**src/rtl/lpf_pkg.sv**
```systemverilog
// Shared types and constants for the LPF relay sequencer.
// The default tables describe the standard seven-band Alex LPF board.
package lpf_pkg;

    typedef enum logic [1:0] {
        IDLE  = 2'd0,
        MUTE  = 2'd1,
        BREAK = 2'd2,
        MAKE  = 2'd3
    } lpf_state_e;

    localparam int DEF_NUM_BANDS = 7;

    // Upper frequency limit (Hz) of each band; the top band has no upper limit.
    localparam logic [31:0] EDGE [0:DEF_NUM_BANDS-2] = '{
        32'd2000000, 32'd4000000, 32'd7300000,
        32'd14350000, 32'd21450000, 32'd29700000
    };

    // Relay drive pattern for each band, lowest band first.
    localparam logic [DEF_NUM_BANDS-1:0] LPF_CODE [0:DEF_NUM_BANDS-1] = '{
        7'b0001000, 7'b0000100, 7'b0000010, 7'b0000001,
        7'b1000000, 7'b0100000, 7'b0010000
    };

    // Width of an index able to address n items (never narrower than one bit).
    function automatic int band_width(input int n);
        return (n <= 2) ? 1 : $clog2(n);
    endfunction

endpackage

```
**src/rtl/lpf_band_hyst.sv**
```systemverilog
// Band decision path: registered raw decode, hysteresis around the current
// band, and the stability filter that raises o_req once a new target has
// persisted long enough. With LPF_MANUAL_OVERRIDE_EN defined, a manual band
// selection bypasses hysteresis and the stability filter.
module lpf_band_hyst
    import lpf_pkg::*;
#(
    parameter int FREQ_W        = 32,
    parameter int NUM_BANDS     = 7,
    parameter int BAND_W        = 3,
    parameter int HYST_HZ       = 50000,
    parameter int STABLE_CYCLES = 1024
)(
    input  logic              i_clock,
    input  logic              i_reset,
    input  logic [FREQ_W-1:0] i_freq,
    input  logic              i_idle,
    input  logic [BAND_W-1:0] i_band,
`ifdef LPF_MANUAL_OVERRIDE_EN
    input  logic              i_manual_en,
    input  logic [BAND_W-1:0] i_manual_band,
`endif
    output logic [BAND_W-1:0] o_pending,
    output logic              o_req
);

    // Limits are compared one bit wider than the frequency so EDGE+HYST cannot wrap.
    localparam int CW       = FREQ_W + 1;
    localparam int STABLE_N = (STABLE_CYCLES < 1) ? 1 : STABLE_CYCLES;
    localparam int CNT_W    = band_width(STABLE_N);

    logic [FREQ_W-1:0] r_freq;
    logic [BAND_W-1:0] r_raw;
    logic [BAND_W-1:0] r_prev_target;
    logic [CNT_W-1:0]  r_cnt;

    logic [BAND_W-1:0] w_raw_next;
    logic [CW-1:0]     w_up_lim;
    logic [CW-1:0]     w_dn_lim;
    logic              w_up_pass;
    logic              w_dn_pass;
    logic [BAND_W-1:0] w_hyst_target;
    logic [BAND_W-1:0] w_target;
    logic              w_manual;
    logic              w_differs;
    logic [CNT_W:0]    w_cnt_now;
    logic [CNT_W:0]    w_cnt_next;

    // Raw decode: lowest band whose edge is at or above the frequency.
    always_comb begin
        w_raw_next = BAND_W'(NUM_BANDS - 1);
        for (int i = NUM_BANDS - 2; i >= 0; i--) begin
            if ({1'b0, i_freq} <= CW'(EDGE[i])) w_raw_next = BAND_W'(i);
        end
    end

    // Hysteresis limits around the current band; the lower one saturates at zero.
    always_comb begin
        w_up_lim = '0;
        w_dn_lim = '0;
        for (int i = 0; i < NUM_BANDS - 1; i++) begin
            if (i_band == BAND_W'(i))
                w_up_lim = CW'(EDGE[i]) + CW'(HYST_HZ);
            if (i_band == BAND_W'(i + 1))
                w_dn_lim = (CW'(EDGE[i]) > CW'(HYST_HZ)) ? (CW'(EDGE[i]) - CW'(HYST_HZ)) : '0;
        end
    end

    assign w_up_pass     = (i_band < BAND_W'(NUM_BANDS - 1)) && ({1'b0, r_freq} > w_up_lim);
    assign w_dn_pass     = (i_band != '0) && ({1'b0, r_freq} <= w_dn_lim);
    assign w_hyst_target = (w_up_pass || w_dn_pass) ? r_raw : i_band;

`ifdef LPF_MANUAL_OVERRIDE_EN
    logic w_manual_ok;
    assign w_manual_ok = {1'b0, i_manual_band} < (BAND_W + 1)'(NUM_BANDS);
    assign w_manual    = i_manual_en;
    assign w_target    = i_manual_en ? (w_manual_ok ? i_manual_band : i_band) : w_hyst_target;
`else
    assign w_manual    = 1'b0;
    assign w_target    = w_hyst_target;
`endif

    // Stability count: length of the current run of one unchanged, differing target.
    always_comb begin
        w_differs  = (w_target != i_band);
        w_cnt_now  = (w_target == r_prev_target) ? ({1'b0, r_cnt} + (CNT_W + 1)'(1)) : '0;
        w_cnt_next = (i_idle && w_differs) ? w_cnt_now : '0;
        o_req      = i_idle && w_differs &&
                     (w_manual || (w_cnt_now == (CNT_W + 1)'(STABLE_N - 1)));
        o_pending  = w_target;
    end

    // Capture frequency/raw band and track the previous target; outside IDLE the
    // previous target is pinned to the driven band so a new run starts fresh.
    always_ff @(posedge i_clock) begin
        if (i_reset) begin
            r_freq        <= '0;
            r_raw         <= '0;
            r_prev_target <= '0;
            r_cnt         <= '0;
        end else begin
            r_freq        <= i_freq;
            r_raw         <= w_raw_next;
            r_prev_target <= i_idle ? w_target : i_band;
            r_cnt         <= w_cnt_next[CNT_W-1:0];
        end
    end

endmodule

```
**src/rtl/lpf_relay_sequencer.sv**
```systemverilog
// LPF relay sequencer: selects a low-pass filter from the tuned frequency and
// switches relays break-before-make (MUTE -> BREAK -> MAKE) with TX inhibited.
// Optional manual band selection is compiled in with LPF_MANUAL_OVERRIDE_EN.
// Handshake: none; o_req from the band path is a level that is only acted on
// in IDLE, and the pending band is latched on that same cycle.
module lpf_relay_sequencer
    import lpf_pkg::*;
#(
    parameter int FREQ_W        = 32,
    parameter int NUM_BANDS     = 7,
    parameter int HYST_HZ       = 50000,
    parameter int STABLE_CYCLES = 1024,
    parameter int MUTE_CYCLES   = 256,
    parameter int BREAK_CYCLES  = 512,
    parameter int SETTLE_CYCLES = 2048
)(
    input  logic                                clock,
    input  logic                                reset,
    input  logic [FREQ_W-1:0]                   frequency,
`ifdef LPF_MANUAL_OVERRIDE_EN
    input  logic                                manual_en,
    input  logic [band_width(NUM_BANDS)-1:0]    manual_band,
`endif
    output logic [NUM_BANDS-1:0]                LPF,
    output logic [band_width(NUM_BANDS)-1:0]    band,
    output logic                                tx_inhibit,
    output logic                                busy
);

    localparam int BAND_W   = band_width(NUM_BANDS);
    localparam int MUTE_N   = (MUTE_CYCLES   < 1) ? 1 : MUTE_CYCLES;
    localparam int BREAK_N  = (BREAK_CYCLES  < 1) ? 1 : BREAK_CYCLES;
    localparam int SETTLE_N = (SETTLE_CYCLES < 1) ? 1 : SETTLE_CYCLES;
    localparam int MAX_A    = (MUTE_N > BREAK_N) ? MUTE_N : BREAK_N;
    localparam int MAX_N    = (MAX_A > SETTLE_N) ? MAX_A : SETTLE_N;
    localparam int TMR_W    = band_width(MAX_N);

    lpf_state_e           r_state;
    logic [TMR_W-1:0]     r_tmr;
    logic [NUM_BANDS-1:0] r_lpf;
    logic [BAND_W-1:0]    r_band;
    logic [BAND_W-1:0]    r_pending;

    lpf_state_e           w_state_next;
    logic [TMR_W-1:0]     w_tmr_next;
    logic [NUM_BANDS-1:0] w_lpf_next;
    logic [BAND_W-1:0]    w_band_next;
    logic [BAND_W-1:0]    w_pending_next;
    logic [NUM_BANDS-1:0] w_code;
    logic [BAND_W-1:0]    w_hyst_pending;
    logic                 w_req;

    lpf_band_hyst #(
        .FREQ_W        (FREQ_W),
        .NUM_BANDS     (NUM_BANDS),
        .BAND_W        (BAND_W),
        .HYST_HZ       (HYST_HZ),
        .STABLE_CYCLES (STABLE_CYCLES)
    ) u_band_hyst (
        .i_clock       (clock),
        .i_reset       (reset),
        .i_freq        (frequency),
        .i_idle        (r_state == IDLE),
        .i_band        (r_band),
`ifdef LPF_MANUAL_OVERRIDE_EN
        .i_manual_en   (manual_en),
        .i_manual_band (manual_band),
`endif
        .o_pending     (w_hyst_pending),
        .o_req         (w_req)
    );

    // Relay pattern for the latched pending band.
    always_comb begin
        w_code = '0;
        for (int i = 0; i < NUM_BANDS; i++) begin
            if (r_pending == BAND_W'(i)) w_code = NUM_BANDS'(LPF_CODE[i]);
        end
    end

    // Next-state: each sequence state lasts exactly its (minimum one) cycle count;
    // relays open entering BREAK and the new band is driven entering MAKE.
    always_comb begin
        w_state_next   = r_state;
        w_tmr_next     = r_tmr + TMR_W'(1);
        w_lpf_next     = r_lpf;
        w_band_next    = r_band;
        w_pending_next = r_pending;
        case (r_state)
            IDLE: begin
                w_tmr_next = '0;
                if (w_req) begin
                    w_pending_next = w_hyst_pending;
                    w_state_next   = MUTE;
                end
            end
            MUTE: begin
                if (r_tmr == TMR_W'(MUTE_N - 1)) begin
                    w_tmr_next   = '0;
                    w_lpf_next   = '0;
                    w_state_next = BREAK;
                end
            end
            BREAK: begin
                if (r_tmr == TMR_W'(BREAK_N - 1)) begin
                    w_tmr_next   = '0;
                    w_lpf_next   = w_code;
                    w_band_next  = r_pending;
                    w_state_next = MAKE;
                end
            end
            MAKE: begin
                if (r_tmr == TMR_W'(SETTLE_N - 1)) begin
                    w_tmr_next   = '0;
                    w_state_next = IDLE;
                end
            end
            default: begin
                w_tmr_next   = '0;
                w_state_next = IDLE;
            end
        endcase
    end

    // State, timer and relay registers.
    always_ff @(posedge clock) begin
        if (reset) begin
            r_state   <= IDLE;
            r_tmr     <= '0;
            r_lpf     <= NUM_BANDS'(LPF_CODE[0]);
            r_band    <= '0;
            r_pending <= '0;
        end else begin
            r_state   <= w_state_next;
            r_tmr     <= w_tmr_next;
            r_lpf     <= w_lpf_next;
            r_band    <= w_band_next;
            r_pending <= w_pending_next;
        end
    end

    assign LPF        = r_lpf;
    assign band       = r_band;
    assign tx_inhibit = (r_state != IDLE);
    assign busy       = (r_state != IDLE);

endmodule

```
**config.mk**
```make
export PLATFORM = sky130hd
export DESIGN_NAME = lpf_relay_sequencer
export DESIGN_NICKNAME = d
export VERILOG_FILES = /design/src/rtl/lpf_pkg.sv /design/src/rtl/lpf_band_hyst.sv /design/src/rtl/lpf_relay_sequencer.sv
export SDC_FILE = /design/constraint.sdc
export NUM_CORES = 1
export LEC_CHECK = 0
export CAP_MARGIN = 40
export CORE_AREA = 2 2 95 97
export DETAILED_ROUTE_END_ITERATION = 10
export DIE_AREA = 0 0 97 99
export GPL_TIMING_DRIVEN = 0
export PLACE_DENSITY_LB_ADDON = 0.3
export SLEW_MARGIN = 0
export SYNTH_ARGS = -nofsm -noshare
export SYNTH_HDL_FRONTEND = slang
export SYNTH_SLANG_ARGS = --single-unit
```
**constraint.sdc**
```tcl
create_clock -name clock -period 4.7 [get_ports clock]
set_clock_uncertainty 0.1 [all_clocks]
set_input_delay 1.41 -clock clock [delete_from_list [all_inputs] [get_ports clock]]
set_output_delay 1.41 -clock clock [all_outputs]
set_load 0.01 [all_outputs]
```
==> Word-level counts from Yosys, hierarchy flattened <==
Index checks and enable logic that the tools add are counted.
{ "word_totals": {"wordCells": 106, "ff_bits": 74, "rom_bits": 0, "n_memories": 0, "latch_bits": 0, "ramBits": 0, "out_inout_bits": 12} }
{ "classes": {"addsub": 2, "bitwise": 1, "n_reduce_logical": 19, "n_eq_ne": 25, "div": 0, "n_shift": 0, "n_mux": 39, "mul": 0, "order_cmp": 9} }
{ "op_table": {"columns": ["op", "n"], "rows": [
  ["25-bit two-way mux", 4],
  ["32-bit by 25-bit less-or-equal comparator with 1-bit output, second input constant", 2],
  ["7-bit two-way mux", 8],
  ["24-bit two-way mux", 2],
  ["23-bit two-way mux", 2],
  ["11-bit two-way mux", 4],
  ["22-bit two-way mux", 2],
  ["11-bit one-hot mux with 4 select lines", 1],
  ["21-bit two-way mux", 2],
  ["32-bit by 25-bit > comparator with 1-bit output", 1],
  ["32-bit by 21-bit less-or-equal comparator with 1-bit output, second input constant", 1],
  ["32-bit by 22-bit less-or-equal comparator with 1-bit output, second input constant", 1],
  ["32-bit by 23-bit less-or-equal comparator with 1-bit output, second input constant", 1],
  ["32-bit by 24-bit less-or-equal comparator with 1-bit output, second input constant", 1],
  ["32-bit by 25-bit less-or-equal comparator with 1-bit output", 1],
  ["3-bit == test, second input constant", 6],
  ["2-bit two-way mux", 8],
  ["7-bit one-hot mux with 2 select lines", 1],
  ["3-bit by 2-bit == test with 1-bit output, second input constant", 4],
  ["10-bit by 1-bit adder with 11-bit output, second input constant", 1],
  ["11-bit by 1-bit adder with 11-bit output, second input constant", 1],
  ["11-bit by 10-bit == test with 1-bit output, second input constant", 1],
  ["11-bit == test, second input constant", 1],
  ["11-bit by 8-bit == test with 1-bit output, second input constant", 1],
  ["25 further kinds", 38]
]} }

==> Logic depth before layout (Yosys ltp) <==
{ "depth": {"depth_word": 17, "depth_mapped": 17} }

==> Modules after synthesis <==
Synthesis repeated with hierarchy kept, for this count alone.
{ "unflattened": {"hier_cells": 573, "hier_area_um2": 4732.0} }
{ "modules_own_cells": {"columns": ["module", "cells_per_inst", "area_each_um2", "n_inst"], "rows": [
  ["lpf_band_hyst", 423, 3419.5, 1],
  ["lpf_relay_sequencer", 150, 1312.5, 1]
]} }

==> Least setup slack after synthesis <==
OpenSTA, ideal clock, no wires.
{ "synth_timing": {"path_type": "reg2reg", "startpoint": "reg r_band[1], in the netlist band[1]", "endpoint": "reg u_band_hyst.r_cnt[1]", "arrival_time_ps": 3418, "required_time_ps": 4510, "slack_ps": 1092, "synth_period_minus_slack_ps": 3608, "setup_time_ps": 90, "path_stages_with_launch": 16, "path_cell_list": "dfxtp_1 clkbuf_1 clkbuf_1 nand2_1 nor2_1 nor2_1 ha_1 nand4_1 nor2_1 or3b_1 a221oi_2 a211oi_2 or3_4 a21oi_4 nor2_8 nor4b_4"} }
{ "synth_between": {"elab_chain_len": 15, "elab_cells_between_ends": 33, "cone_classes": "3 x order compare; 8 x eq/ne; 14 x mux; 1 x bitwise; 7 x reduce/logical"} }
{ "synth_lines": {"columns": ["element", "line", "source"], "rows": [
  ["start, declared", "lpf_relay_sequencer.sv:41", "logic [BAND_W-1:0] r_band;"],
  ["start signal, assigned", "lpf_relay_sequencer.sv:137", "r_band <= w_band_next;"],
  ["3-bit by 1-bit == test with 1-bit output / 3-bit zero test (equally long branches)", "lpf_band_hyst.sv:62, lpf_band_hyst.sv:64", null],
  ["21-bit two-way mux, on equally long branches", "lpf_band_hyst.sv:64, lpf_band_hyst.sv:62", null],
  ["22-bit two-way mux, on equally long branches", "lpf_band_hyst.sv:64, lpf_band_hyst.sv:62", null],
  ["23-bit two-way mux, on equally long branches", "lpf_band_hyst.sv:64, lpf_band_hyst.sv:62", null],
  ["24-bit two-way mux, on equally long branches", "lpf_band_hyst.sv:64, lpf_band_hyst.sv:62", null],
  ["25-bit two-way mux, on equally long branches (2 in a row)", "lpf_band_hyst.sv:64, lpf_band_hyst.sv:62", null],
  ["32-bit by 25-bit less-or-equal comparator with 1-bit output / 32-bit by 25-bit > comparator with 1-bit output (equally long branches)", "lpf_band_hyst.sv:70, lpf_band_hyst.sv:69", null],
  ["1-bit logical AND, on equally long branches", "lpf_band_hyst.sv:70, lpf_band_hyst.sv:69", null],
  ["1-bit logical OR", "lpf_band_hyst.sv:71", "assign w_hyst_target = (w_up_pass || w_dn_pass) ? r_raw : i_band;"],
  ["3-bit two-way mux", "lpf_band_hyst.sv:71", null],
  ["3-bit inequality test", "lpf_band_hyst.sv:85", "w_differs = (w_target != i_band);"],
  ["1-bit logical AND", "lpf_band_hyst.sv:87", "w_cnt_next = (i_idle && w_differs) ? w_cnt_now : '0;"],
  ["1-bit inverter (no line)", null, null],
  ["2-bit OR reduction (no line)", null, null],
  ["end signal, assigned", "lpf_band_hyst.sv:105", "r_cnt <= w_cnt_next[CNT_W-1:0];"],
  ["end, declared", "lpf_band_hyst.sv:35", "logic [CNT_W-1:0] r_cnt;"]
]} }
Several ways; a longest one is shown, not always the timed one.
A chain may end at the register's enable or synchronous reset.

==> Final worst setup path <==
{ "layout_timing": {"startpoint": "reg r_band[1], in the netlist band[1]", "endpoint": "reg r_state[0]"} }
{ "layout_between": {"elab_chain_len": 17, "elab_cells_between_ends": 35, "cone_classes": "3 x order compare; 10 x eq/ne; 14 x mux; 8 x reduce/logical"} }
{ "layout_lines": {"columns": ["element", "line", "source"], "rows": [
  ["3-bit by 1-bit == test with 1-bit output / 3-bit zero test (equally long branches)", "lpf_band_hyst.sv:62, lpf_band_hyst.sv:64", null],
  ["21-bit two-way mux, on equally long branches", "lpf_band_hyst.sv:64, lpf_band_hyst.sv:62", null],
  ["22-bit two-way mux, on equally long branches", "lpf_band_hyst.sv:64, lpf_band_hyst.sv:62", null],
  ["23-bit two-way mux, on equally long branches", "lpf_band_hyst.sv:64, lpf_band_hyst.sv:62", null],
  ["24-bit two-way mux, on equally long branches", "lpf_band_hyst.sv:64, lpf_band_hyst.sv:62", null],
  ["25-bit two-way mux, on equally long branches (2 in a row)", "lpf_band_hyst.sv:64, lpf_band_hyst.sv:62", null],
  ["32-bit by 25-bit less-or-equal comparator with 1-bit output / 32-bit by 25-bit > comparator with 1-bit output (equally long branches)", "lpf_band_hyst.sv:70, lpf_band_hyst.sv:69", null],
  ["1-bit logical AND, on equally long branches", "lpf_band_hyst.sv:70, lpf_band_hyst.sv:69", null],
  ["1-bit logical OR", "lpf_band_hyst.sv:71", null],
  ["3-bit two-way mux", "lpf_band_hyst.sv:71", null],
  ["3-bit == test", "lpf_band_hyst.sv:86", "w_cnt_now = (w_target == r_prev_target) ? ({1'b0, r_cnt} + (CNT_W + 1)'(1)) : '0;"],
  ["11-bit two-way mux", "lpf_band_hyst.sv:86", null],
  ["11-bit by 10-bit == test with 1-bit output", "lpf_band_hyst.sv:89", "(w_manual || (w_cnt_now == (CNT_W + 1)'(STABLE_N - 1)));"],
  ["1-bit logical AND *", "lpf_band_hyst.sv:88", "o_req = i_idle && w_differs &&"],
  ["2-bit inequality test (no line) *", null, null],
  ["4-bit AND reduction (no line) *", null, null],
  ["end signal, assigned", "lpf_relay_sequencer.sv:134", "r_state <= w_state_next;"],
  ["end, declared", "lpf_relay_sequencer.sv:38", "lpf_state_e r_state;"]
]} }
Mark *: on every way between the ends. The rest lies on a longest branch, timed or not.

==> results.md <==
- Status: finished clean
- Ant diodes: 0
- CTS clock-pin slew for the worst setup and hold paths: 80 ps
- H-tree levels: 3
- Final setup viols: 0
- Post-route ant nets: 0
- Most common cell after layout, fill and taps aside: dfxtp_1
- CTS Buf Count: 9
- CTS Hold Bufs: 0
- FF+latch count, synth: 74
- Sw Ratio: 0.275
- First-pass GRT wire length: 21300 um
- Clk pwr share: 0.374
- Synth Cell Area: 4880 um^2
- Skew-Pair Late Insertion Delay: 350 ps
- Post-CTS setup buffers: 0
- Die width: 97 um
- Async SR Flop Fraction: 0
- # DRC: 0
- Switching component of the power: 0.397 mW
- Vias: 4646
- Post-route minimum period: 4390 ps
- Fin area: 5630 um^2
- WP data arrival: 4560 ps
- Synth Area per Inst: 8.10 um^2
- Max-slew violation count: 0
- TritonCTS clock tree: built
- Grt ovf: 0
- Area Overhead vs Synth: 15.4%
- Post-Syn Instances: 602
- Worst endpoint required time: 4880 ps
- Setup TNS: 0 ps
- Tot GR Track Use: 0.269
- Yosys warning count: 0
- RSZ-0062 raised after global routing: false
- Max-capacitance violation count: 0
- Lkg Pwr: 2.13 nW
- Hold Vio Cnt, Final: 0
- Drt via density: 6.07
- Critical path type: reg2reg
- Slowest cell on crit path: clkbuf_1
- Crit path largest cell delay: 470 ps
- Crit. End Element: flip-flop
- Slew @ Worst Pin: 681 ps
- Max Root-Sink Buffers: 2
- IO Count: 46
- Die area: 9600 um^2
- Period utilisation layout: 0.933
- Number of flops mapped to enable cells by yosys: 0
- Int Pwr: 1.04 mW
- Finished Layout Cells: 765
- Initial antenna violation count: 0
- CTS root buf: clkbuf_8
- # rows: 34
- I/O Buffers: 40
- PwrDens: 256 nW/um^2
- Min-Delay Path Class: reg2reg
- Hpwl dp: 9820 um
- Max VDD drop: 0.177 mV
- Total iterations of the first detailed-routing run: 5
- Gate power share: 0.166
- Core ar.: 8550 um^2
- Max FO, Critical Path: 10
- CP delay by family, top: compound AO/OA/AOI/OAI gates
- Vias in the first global route: 4566
- Fraction of layout cells with a size suffix above 1: 0.0670
- Starting Density: 0.571
- Post-CTS Resized: 0
- Worst R2R Setup Slack: 310 ps
- WL final: 12600 um
- Flop pwr share: 0.460
- Netlist cell types: 68
- Post-Place Cells: 750
- Mapped Nets: 683
- GPL Wtd Cong: 0.967
- Post-synthesis sequential area ratio: 0.304
- Placed Instance Area: 5410 um^2
- Nets: 734
- DRT iter0 DRCs: 246
- Hold slack: 367 ps
- Most used DFF post-synth: dfxtp_1
- Slew HR: 0.546
- Largest net degree at the start of global routing: 14
- Die height: 99 um
- Max Freq: 228 MHz
- Cell breakdown of the critical path: clkbuf_1 > clkbuf_1 > nand2_1 > xnor2_1 > ha_1 > nand3_1 > or2_1 > nor3_1 > o311ai_0 > a22o_1 > a22oi_1 > nand2_1 > o21a_1 > o211ai_1
- Critical path launch point type: flip-flop
- Drt wl/cell: 16.4 um
- Worst path bufs/invs: 2
- Clock sinks: 74
- Most frequent cells in the layout: 74 x dfxtp_1, 69 x nor2_1, 57 x nand2_1
- Tot Pwr: 1.44 mW
[final timing paths]
| check | startpoint | to | cells past startpoint |
|---|---|---|---|
| worst min register to register | r_tmr[0] | r_tmr[0] | 1 |
| worst max-delay path | band[1] | r_state[0] | 14 |
| worst max register to register | band[1] | r_state[0] | 14 |
| worst min-delay path | r_tmr[0] | r_tmr[0] | 1 |
[layout make-up]
class / count / area, um^2
Fill cell: 720 / 2920
Buffer: 27 / 115
Clock buffer: 9 / 124
Timing Repair Buffer: 40 / 400
Clock inverter: 6 / 90.1
Multi-Input combinational cell: 479 / 3200
Inverter: 22 / 82.6
Sequential cell: 74 / 1480
Tap cell: 108 / 135
[power by group through the flow]
stage / Clock, mW / Sequential [mW] / Combinational, mW
2_1_floorplan: 0 / 0.672 / 0.157
3_3_place_gp: 0 / 0.676 / 0.226
3_5_place_dp: 0 / 0.677 / 0.236
4_1_cts: 0.546 / 0.662 / 0.237
5_1_grt: 0.575 / 0.665 / 0.263
6_report: 0.539 / 0.663 / 0.239
[flip-flops by register name, indices dropped and copies added (netlist names)]
signal                     count
r_state                        2
r_tmr                         11
u_band_hyst.r_cnt             10
LPF                            7
u_band_hyst.r_raw              3
r_pending                      3
u_band_hyst.r_freq            32
u_band_hyst.r_prev_target      3
band                           3
[Yosys cell counts (5+ instances only)]
cell type | instances | area (um^2)
xor2_1 | 10 | 87.6
nor4_2 | 8 | 100
o21a_1 | 5 | 37.5
xnor2_1 | 12 | 105
nor2b_1 | 33 | 206
nand4_1 | 20 | 125
inv_1 | 20 | 75.1
o31ai_1 | 5 | 37.5
nor4_1 | 14 | 87.6
mux2i_1 | 11 | 110
clkbuf_1 | 22 | 82.6
o21ai_0 | 16 | 80.1
or3_1 | 6 | 37.5
dfxtp_1 | 74 | 1480
a21o_1 | 5 | 37.5
o211ai_1 | 11 | 82.6
a21oi_1 | 41 | 205
nand3_1 | 24 | 120
nand2_1 | 57 | 214
ha_1 | 47 | 588
nand2b_1 | 8 | 50.1
nor3_1 | 23 | 115
nor2_1 | 69 | 259
[metrics by stage]
step                       util  worst slack (ps)
after detailed placement  0.633               378
after CTS                 0.658               338
final                     0.658               313
after global placement    0.633               493
after global routing      0.658              58.5
after floorplan               -              1090
[layer usage]
layer / vias up / share of wire / global-route usage / wire length (um)
met5: - / 0 / 0 / 0
met4: 0 / 0.020 / 0.0845 / 257
met3: 25 / 0.053 / 0.0426 / 661
met2: 164 / 0.49 / 0.472 / 6150
met1: 2193 / 0.44 / 0.342 / 5500
li1: 2264 / - / - / -
[logic make-up after synthesis]
| kind of cell | share of synthesized area |
|---|---|
| muxes | 0.0272 |
| adders and majority gates | 0.121 |
| AOI/OAI and AO/OA | 0.143 |
| and+or+nand+nor | 0.325 |
| buffers and inverters | 0.0405 |
| DFF | 0.304 |
| xor gates and xnor gates | 0.0395 |
(Power assumes the default switching activity.)
